**config.mk**
```make
export PLATFORM = sky130hd
export DESIGN_NAME = div16_seq
export DESIGN_NICKNAME = d
export VERILOG_FILES = /design/src/rtl/div16_seq.sv
export SDC_FILE = /design/constraint.sdc
export NUM_CORES = 1
export LEC_CHECK = 0
export BUFFER_PORTS_ARGS = -buffer_cell sky130_fd_sc_hd__buf_2
export CORE_MARGIN = 2
export CORE_UTILIZATION = 32
export DETAILED_ROUTE_END_ITERATION = 6
export PLACE_DENSITY = 0.57
export SETUP_SLACK_MARGIN = 0.3
export SYNTH_ARGS = -nofsm -noshare
export SYNTH_HDL_FRONTEND = slang
export SYNTH_SLANG_ARGS = --single-unit
```
**constraint.sdc**
```tcl
create_clock -name clk -period 6.65 [get_ports clk]
set_input_delay 0.665 -clock clk [delete_from_list [all_inputs] [get_ports clk]]
set_output_delay 0.665 -clock clk [all_outputs]
set_load 0.1 [all_outputs]
```
**src/rtl/div16_seq.sv**
```systemverilog
// Sequential 16-bit restoring divider: one quotient bit per cycle, start/busy/done handshake.
// Optional macro DIV16_SIGNED_EN selects two's-complement operands (sign fix-up at accept/commit).
module div16_seq (
    input  logic        clk,
    input  logic        rst_n,
    input  logic        Start,
    input  logic [15:0] Dividend,
    input  logic [15:0] Divisor,
    output logic [15:0] Quotient,
    output logic [15:0] Remainder,
    output logic        DivZero,
    output logic        Busy,
    output logic        Done
);

    typedef enum logic [1:0] {IDLE, RUN, FIN} state_t;

    state_t      state_reg, state_next;
    logic [4:0]  cnt_reg;
    logic [15:0] r_reg, q_reg, d_reg;
    logic [15:0] quot_reg, rem_reg;
    logic        dz_reg;

    logic        accept;
    logic        div_by_zero;
    logic        last;
    logic [16:0] trial;
    logic        fits;
    logic [15:0] r_step, q_step;
    logic [15:0] dvd_mag, dvs_mag;
    logic [15:0] quot_final, rem_final;

    assign accept      = Start && (state_reg != RUN);
    assign div_by_zero = (Divisor == 16'd0);
    assign last        = (cnt_reg == 5'd15);

    // Trial subtract of the divisor from the shifted partial remainder; borrow means "restore".
    assign trial  = {r_reg, q_reg[15]} - {1'b0, d_reg};
    assign fits   = ~trial[16];
    assign r_step = fits ? trial[15:0] : {r_reg[14:0], q_reg[15]};
    assign q_step = {q_reg[14:0], fits};

`ifdef DIV16_SIGNED_EN
    logic neg_q_reg, neg_r_reg;

    assign dvd_mag    = Dividend[15] ? (~Dividend + 16'd1) : Dividend;
    assign dvs_mag    = Divisor[15]  ? (~Divisor  + 16'd1) : Divisor;
    assign quot_final = neg_q_reg ? (~q_step + 16'd1) : q_step;
    assign rem_final  = neg_r_reg ? (~r_step + 16'd1) : r_step;

    always_ff @(posedge clk or negedge rst_n) begin
        if (!rst_n) begin
            neg_q_reg <= 1'b0;
            neg_r_reg <= 1'b0;
        end else if (accept && !div_by_zero) begin
            neg_q_reg <= Dividend[15] ^ Divisor[15];
            neg_r_reg <= Dividend[15];
        end
    end
`else
    assign dvd_mag    = Dividend;
    assign dvs_mag    = Divisor;
    assign quot_final = q_step;
    assign rem_final  = r_step;
`endif

    always_ff @(posedge clk or negedge rst_n) begin
        if (!rst_n) begin
            state_reg <= IDLE;
        end else begin
            state_reg <= state_next;
        end
    end

    always_comb begin
        state_next = state_reg;
        case (state_reg)
            IDLE, FIN: begin
                if (Start) begin
                    state_next = div_by_zero ? FIN : RUN;
                end else begin
                    state_next = IDLE;
                end
            end
            RUN: begin
                if (last) begin
                    state_next = FIN;
                end
            end
            default: state_next = IDLE;
        endcase
    end

    always_ff @(posedge clk or negedge rst_n) begin
        if (!rst_n) begin
            cnt_reg  <= 5'd0;
            r_reg    <= 16'd0;
            q_reg    <= 16'd0;
            d_reg    <= 16'd0;
            quot_reg <= 16'd0;
            rem_reg  <= 16'd0;
            dz_reg   <= 1'b0;
        end else if (accept) begin
            if (div_by_zero) begin
                quot_reg <= 16'hFFFF;
                rem_reg  <= Dividend;
                dz_reg   <= 1'b1;
            end else begin
                r_reg   <= 16'd0;
                q_reg   <= dvd_mag;
                d_reg   <= dvs_mag;
                cnt_reg <= 5'd0;
                dz_reg  <= 1'b0;
            end
        end else if (state_reg == RUN) begin
            r_reg   <= r_step;
            q_reg   <= q_step;
            cnt_reg <= cnt_reg + 5'd1;
            if (last) begin
                quot_reg <= quot_final;
                rem_reg  <= rem_final;
            end
        end
    end

    assign Quotient  = quot_reg;
    assign Remainder = rem_reg;
    assign DivZero   = dz_reg;
    assign Busy      = (state_reg == RUN);
    assign Done      = (state_reg == FIN);

endmodule

```
== Word level (Yosys, flattened, before mapping) ==
Cells that the tools add are included.

* Bits in registers: 88
* Bits of input ports: 35
* Output and inout bits: 35
* Word-level logic and storage cells: 51

* Add/sub/neg operators: 2
* Equality and inequality tests: 7
* Mux-type cells: 23
* Bitwise logic cells: 2
* Reductions and logical operators: 9

{| class="wikitable"
|+ Operator list
! kind !! number
|-
| 16-bit 2-to-1 mux || 15
|-
| 17-bit by 16-bit subtractor with 17-bit output || 1
|-
| 16-bit logical NOT || 1
|-
| 5-bit 2-to-1 mux || 3
|-
| 2-bit 2-to-1 mux || 3
|-
| 2-bit by 1-bit inequality test with 1-bit output, second input constant || 3
|-
| 5-bit by 1-bit adder with 5-bit output, second input constant || 1
|-
| 5-bit by 4-bit equality test with 1-bit output, second input constant || 1
|-
| 2-bit case mux with 2 select lines || 1
|-
| 2-bit AND reduction || 2
|-
| 2-bit nonzero test || 2
|-
| 3-bit AND reduction || 1
|-
| 2-bit by 1-bit equality test with 1-bit output, second input constant || 1
|-
| 2-bit equality test, second input constant || 1
|-
| 2-bit logical NOT || 1
|-
| 2-bit inequality test, second input constant || 1
|-
| 1-bit NOT || 2
|-
| 2-bit OR reduction || 1
|-
| 1-bit logical AND || 1
|-
| 1-bit 2-to-1 mux || 1
|}

== Logic depth before layout (Yosys ltp) ==
Gate-level depths: netlist (run 1).

* Word-level depth: 5
* Mapped depth: 12
* Depth with buffers taken out: 10

== Least setup slack after synthesis (run 1) ==
OpenSTA, ideal clock, no wires.

* Path type: flip-flop to flip-flop
* Start: reg q_reg[15]
* End: reg rem_reg[13] (netlist: Remainder[13])
* Setup time: 0.134 ns
* Data arrival time: 2.446 ns
* Required time: 6.516 ns
* Slack: 4.070 ns
* Cell stages (with the launch flop): 13
* Buffers on the path: 2
* Period minus slack after synthesis: 2.580 ns
* Path through: dfrtp_1 > inv_1 > ha_1 > inv_1 > fa_1 > a211oi_2 > o211ai_1 > and3_1 > or4_1 > buf_2 > buf_6 > a21oi_1 > o31ai_1

* Word-level cells in the longest chain between the ends: 5

{| class="wikitable"
|+ RTL lines
! item !! RTL line !! RTL
|-
| start: declaration || 20 || <nowiki>logic [15:0] r_reg, q_reg, d_reg;</nowiki>
|-
| start signal: assignment || 110 || <nowiki>q_reg <= dvd_mag;</nowiki>
|-
| start signal: assignment || 117 || <nowiki>q_reg <= q_step;</nowiki>
|-
| 17-bit by 16-bit subtractor with 17-bit output || 38 || <nowiki>assign trial = {r_reg, q_reg[15]} - {1'b0, d_reg};</nowiki>
|-
| 16-bit 2-to-1 mux || 40 || <nowiki>assign r_step = fits ? trial[15:0] : {r_reg[14:0], q_reg[15]};</nowiki>
|-
| 16-bit 2-to-1 mux || 119 || <nowiki>if (last) begin</nowiki>
|-
| 16-bit 2-to-1 mux || 115 || <nowiki>end else if (state_reg == RUN) begin</nowiki>
|-
| 16-bit 2-to-1 mux || 103 || <nowiki>end else if (accept) begin</nowiki>
|-
| end signal: assignment || 106 || <nowiki>rem_reg <= Dividend;</nowiki>
|-
| end signal: assignment || 121 || <nowiki>rem_reg <= rem_final;</nowiki>
|-
| end: declaration || 21 || <nowiki>logic [15:0] quot_reg, rem_reg;</nowiki>
|}

No other way between the ends. The select of a mux whose other input is x is not followed.
A chain may end at the register's enable or synchronous reset.

== Worst setup path after layout (run 1) ==
* Start: reg q_reg[15]
* End: reg r_reg[4]

* Word-level cells in the longest chain between the ends: 4

{| class="wikitable"
|+ RTL lines
! item !! RTL line !! RTL
|-
| 17-bit by 16-bit subtractor with 17-bit output || 38 ||
|-
| 16-bit 2-to-1 mux || 40 ||
|-
| 16-bit 2-to-1 mux || 115 ||
|-
| 16-bit 2-to-1 mux || 103 ||
|-
| end signal: assignment || 116 || <nowiki>r_reg <= r_step;</nowiki>
|-
| end: declaration || 20 ||
|}

No other way between the ends. The select of a mux whose other input is x is not followed.

==> results of run 1 <==
area by class of cell:
type                    count  area share
flip-flops and latches     88      0.3754
repair buffers             75     0.06698
inverters                  21     0.01344
clock inverters             6     0.01557
well taps                 211     0.04501
multi-input cells         423      0.4452
clock buffers               9     0.03840
worst paths after layout:
check / start / slack [ns] / to / cells after the start
max reg2reg: q_reg[15] / 3.42 / r_reg[4] / 10
min in group asynchronous: rst_n / 0.54 / Quotient[14] / 1
max: q_reg[15] / 3.42 / r_reg[4] / 10
min reg2reg: cnt_reg[4] / 0.49 / cnt_reg[4] / 2
max in group asynchronous: rst_n / 5.39 / d_reg[12] / 1
min: cnt_reg[4] / 0.49 / cnt_reg[4] / 2
worst max-delay path, delay by kind of cell, from the launching register on:
| family | cells | cell delay, ns |
|---|---|---|
| buf+inv | 2 | 0.11 |
| simple gates | 3 | 1.49 |
| compound gates | 3 | 0.49 |
| flops | 1 | 0.40 |
| fa+ha+maj | 2 | 0.59 |
synth_stat cells (3+ instances only):
cell	count	area, sq um
nor4_1	5	31.28
and3_1	5	31.28
mux2_2	17	191.4
nand3_1	10	50.05
nand4_1	18	112.6
ha_1	18	225.2
o21a_1	4	30.03
a21boi_0	12	90.09
and2_1	3	18.77
mux2i_1	4	40.04
dfrtp_1	88	2202
buf_2	12	60.06
o31ai_1	7	52.55
o2111ai_1	3	26.28
nand2b_1	5	31.28
a21o_1	6	45.04
a21oi_1	19	95.09
o21ai_0	54	270.3
nand2_1	90	337.8
inv_1	21	78.83
a211oi_1	7	52.55
clkbuf_1	26	97.59
or3_1	3	18.77
or4_1	4	30.03
xor2_1	6	52.55
a31oi_1	4	25.02
o211ai_1	31	232.7
nor3_1	18	90.09
nor2_1	47	176.4
through the flow:
step | worst slack, ns | hold WS, ns | area [sq um] | util | std cells
4_1_cts | 3.416 | 0.5005 | 5866 | 0.3830 | 833
3_3_place_gp | 3.445 | 0.4697 | 5549 | 0.3623 | 818
6_report | 3.419 | 0.4917 | 5866 | 0.3830 | 833
5_1_grt | 3.214 | 0.5248 | 5866 | 0.3830 | 833
2_1_floorplan | 4.070 | 0.3694 | 5047 | - | 573
3_5_place_dp | 3.394 | 0.4851 | 5549 | 0.3623 | 818
cells by family after synthesis:
kind of cell | count (synthesis) | synth area share
and+or+nand+nor | 211 | 0.1884
AOI/OAI and AO/OA | 163 | 0.2127
adders and majority gates | 19 | 0.04859
DFF | 88 | 0.4363
xor gates and xnor gates | 8 | 0.01388
muxes | 22 | 0.04809
buffers and inverters | 62 | 0.05206
routing by layer:
metal / global-route usage / part of all wire / up-vias
li1: - / - / 2156
met1: 0.2454 / 0.51 / 2080
met2: 0.2371 / 0.42 / 143
met3: 0.03675 / 0.058 / 15
met4: 0.04301 / 0.012 / 0
met5: 0 / 0 / -
==> reports/qor.txt, run 1 <==
Status - finished clean
Initial antenna violation count - 0
H-tree depth - 3
Crit path DAT - 3.43 ns
Skew final - 0.009451 ns
Unique masters post-synth - 48
Largest net degree at the start of global routing - 89
GRT Resource Usage Total - 0.1637
Ant. Diodes - 0
Post-synth ARST share - 1.000
Final Hold Viols - 0
Area of the mapped netlist - 0.005047 sq mm
Crit path cell chain - inv_1 -> ha_1 -> inv_1 -> fa_1 -> a211oi_2 -> o211ai_1 -> and3_1 -> or4_1 -> nand2_1 -> o311ai_1
Footprint of the multi-input gates - 0.002611 sq mm
Number of max-cap violations - 0
Clk buf depth - 2
Die area - 0.01679 sq mm
Number of synthesized flops with an enable pin - 0
Commonest cells after routing, fill and taps aside - nand2_1 (90), dfrtp_1 (88), buf_2 (68), o21ai_0 (54), nor2_1 (47)
DR vias - 4394
CTS root buf - clkbuf_16
IO Port Bufs - 69
Post-CTS setup buffers - 0
# DRC - 0
Die Y - 129.6 um
CTS tree - yes
Fin crit share - 0.4858
FF+latch area - 0.002202 sq mm
Actual slew at the worst max-slew pin - 1.181 ns
Gp weighted congestion - 0.8650
Reg clk slew, reported paths - 0.07 ns
Number of cell rows - 45
Vias/cell - 5.275
Drt wl/cell - 16.07 um
Syn Inst Count - 573
WL final - 13390 um
Total core area - 0.01531 sq mm
Startpoint types - flop
Sequential-to-total area share from yosys stat - 0.4363
Clock latency on the worst-skew pair - 0.35 ns
Main synth FF type - dfrtp_1
Fill cell count - 1592
Syn_nets - 627
Critical Path Most Common Cell - inv_1
Commonest non-fill, non-tap cell in the layout - nand2_1
Initial DRC Count - 274
Num CTS Buffers - 9
First-pass GRT wire length - 21700 um
P&R area growth vs syn - 16.21%
RSZ-0062 raised after global routing - false
Layout cells sized above 1 - 0.1865
Crit path largest cell delay - 0.83 ns
Horiz. Die Dim - 129.6 um
Max_slew headroom - 0.2109
Synth Register Bits - 88
HP Class - flop to flop
CTS resizes - 0
Final #Nets - 672
Pre-antenna DRT Iters - 4
Crit Path Class - flop to flop
Dpl hpwl - 9499 um
Vias in the first global route - 4020
Finish-stage setup viols - 0
Final min period - 3.231 ns
Max Fclk - 0.3095 GHz
Num Clock Sinks - 88
Yosys warns - 0
Worst EP required - 6.85 ns
Endpoint type of the worst setup path - flop
Hold Buf Count CTS - 0
Total grt overflow - 0
Crit Path Max Fanout - 23
Slowest cell on the critical path - or4_1
Syn_area_per_cell - 8.809 sq um
# IOs - 70
Final ANT Viol Nets - 0
Post-Route Setup TNS - 0 ns
Initial Util - 0.3296
Slew Viols, Final - 0
Power of run 1 is left out: the tool's default activity adds up to more than one toggle a clock period on the data nets, which glitch-free logic cannot reach.
==> run 2, diff against run 1 <==
- ABC_AREA: not set -> 1
- PLACE_DENSITY: 0.57 -> 0.58
- clock period: 6.65 -> 2.7 ns (I/O delays scaled with it)
==> run 2 against run 1 <==
Net effect:
- maximum frequency increased by 49%
- synthesized cell count increased by 30%
- via count grew 6.8%
- die area is 6.7% higher
- critical path depth up 6
- clock-buffer cell count is the same
- area after synthesis is 6.9% higher
- cell count increased by 25%
- sequential cell count stayed put
==> reports/qor.txt, run 2 <==
Number of cell rows - 47
Crit Path Max Fanout - 9
Main synth FF type - dfrtp_1
GRT Resource Usage Total - 0.1584
Num Clock Sinks - 88
Syn_nets - 798
# DRC - 0
Layout cells sized above 1 - 0.1932
Vias in the first global route - 4618
Horiz. Die Dim - 133.8 um
Post-synth ARST share - 1.000
Post-synth top cells - nand2_1 (223), inv_1 (134), dfrtp_1 (88)
Pre-antenna DRT Iters - 4
RSZ-0062 raised after global routing - false
Final Hold Viols - 0
Commonest cells after routing, fill and taps aside - nand2_1 (223), inv_1 (134), dfrtp_1 (88), buf_2 (68), nor2_1 (52)
Unique masters post-synth - 35
Finished Layout Cells - 1038
Largest net degree at the start of global routing - 52
Final min period - 2.175 ns
Yosys warns - 0
Slew Viols, Final - 0
Gp weighted congestion - 0.8444
Endpoint type of the worst setup path - flop
Final core utilization - 0.3829
H-tree depth - 3
Dpl hpwl - 9874 um
Vias/cell - 4.522
Die area - 0.01791 sq mm
Yosys top cell area share - 0.4083
Area of the mapped netlist - 0.005394 sq mm
Placed insts - 1018
Startpoint types - flop
First-pass GRT wire length - 22690 um
Worst EP required - 2.95 ns
Number of synthesized flops with an enable pin - 0
IO Port Bufs - 69
Max Fclk - 0.4598 GHz
Status - finished clean
Commonest non-fill, non-tap cell in the layout - nand2_1
Top cells by area, synth - dfrtp_1 (41%), nand2_1 (16%), inv_1 (9.3%)
WL final - 13470 um
DR vias - 4694
Initial DRC Count - 216
Count leader, synth - nand2_1
Clk buf depth - 2
P&R area growth vs syn - 17.30%
Initial antenna violation count - 0
Post-Route Setup TNS - 0 ns
Final Hold Slack - 0.1930 ns
Clock latency on the worst-skew pair - 0.35 ns
Fill cell count - 1751
Reg clk slew, reported paths - 0.07 ns
Syn_area_per_cell - 7.250 sq um
Die Y - 133.8 um
CTS tree - yes
Max_slew headroom - 0.5418
Post-CTS setup buffers - 0
Ant. Diodes - 0
Actual slew at the worst max-slew pin - 0.6873 ns
Total grt overflow - 0
Number of max-cap violations - 0
Sequential-to-total area share from yosys stat - 0.4083
Syn Inst Count - 744
HP Class - input port to flop
Drt wl/cell - 12.97 um
Crit Path Class - flop to flop
Skew final - 0.008115 ns
Initial Util - 0.3264
Synth Register Bits - 88
CTS root buf - clkbuf_16
Final ANT Viol Nets - 0
# IOs - 70
Total core area - 0.01652 sq mm
Finish-stage setup viols - 0
Num CTS Buffers - 9
Crit path DAT - 2.42 ns
Biggest area consumer among synthesized cells - dfrtp_1
Fin crit share - 0.8055
Final #Nets - 867
[run 2: critical path, cell delays in order (launching register included)]
cell	delay, ns
dfrtp_1	0.38
inv_1	0.07
ha_1	0.14
inv_1	0.08
fa_2	0.36
nand2_1	0.08
nand2_1	0.08
nand3_2	0.08
nand2_2	0.08
nand2_4	0.11
nand2_4	0.08
nand2_4	0.11
nand2_8	0.09
nand3_1	0.14
nand3_1	0.10
nand2_1	0.06
inv_1	0.03
[run 2: final cells by class]
class,count,area [sq um],share of cell area
inverters,140,525.5,0.08305
flip-flops and latches,88,2202,0.3480
clock inverters,7,60.06,0.009492
multi-input cells,497,2616,0.4135
clock buffers,9,225.2,0.03559
repair buffers,77,422.9,0.06684
well taps,220,275.3,0.04350
[run 2: timing repair]
item,4_1_cts,5_1_grt
resized for setup,0,9
hold buffers,1,0
endpoints found under the hold margin,49,0
setup endpoints to repair,0,33
[run 2: kinds of logic after synthesis]
| family | after synthesis | share of synthesized area |
|---|---|---|
| simple gates | 388 | 0.3347 |
| buf+inv | 162 | 0.1206 |
| flops | 88 | 0.4083 |
| compound gates | 80 | 0.07957 |
| fa+ha+maj | 19 | 0.04547 |
| xor+xnor | 7 | 0.01137 |
[run 2: stage by stage]
step / instance area [sq um] / worst slack [ns]
finish: 6327 / 0.5252
global route: 6327 / 0.3124
CTS: 6252 / 0.4008
detailed placement: 5957 / 0.4265
global placement: 5957 / 0.4877
floorplan: 5394 / 0.6653
[run 2: worst paths after layout]
check,cells past startpoint,start,to,slack [ns]
worst max-delay path,16,q_reg[15],Remainder[3],0.53
worst min-delay path,3,Divisor[8],d_reg[8],0.19
worst max register to register,16,q_reg[15],Remainder[3],0.53
worst min register to register,2,d_reg[15],d_reg[15],0.49
max in group asynchronous,3,rst_n,Remainder[11],1.57
min in group asynchronous,2,rst_n,Quotient[2],0.49
[run 2: metal layers]
layer | GRT usage | wire length (um) | part of all wire
met1 | 0.2031 | 6223 | 0.46
met2 | 0.2675 | 6551 | 0.49
met3 | 0.03023 | 416 | 0.031
met4 | 0.05556 | 276 | 0.020
met5 | 0 | 0 | 0
Power of run 2 is left out for the same reason.
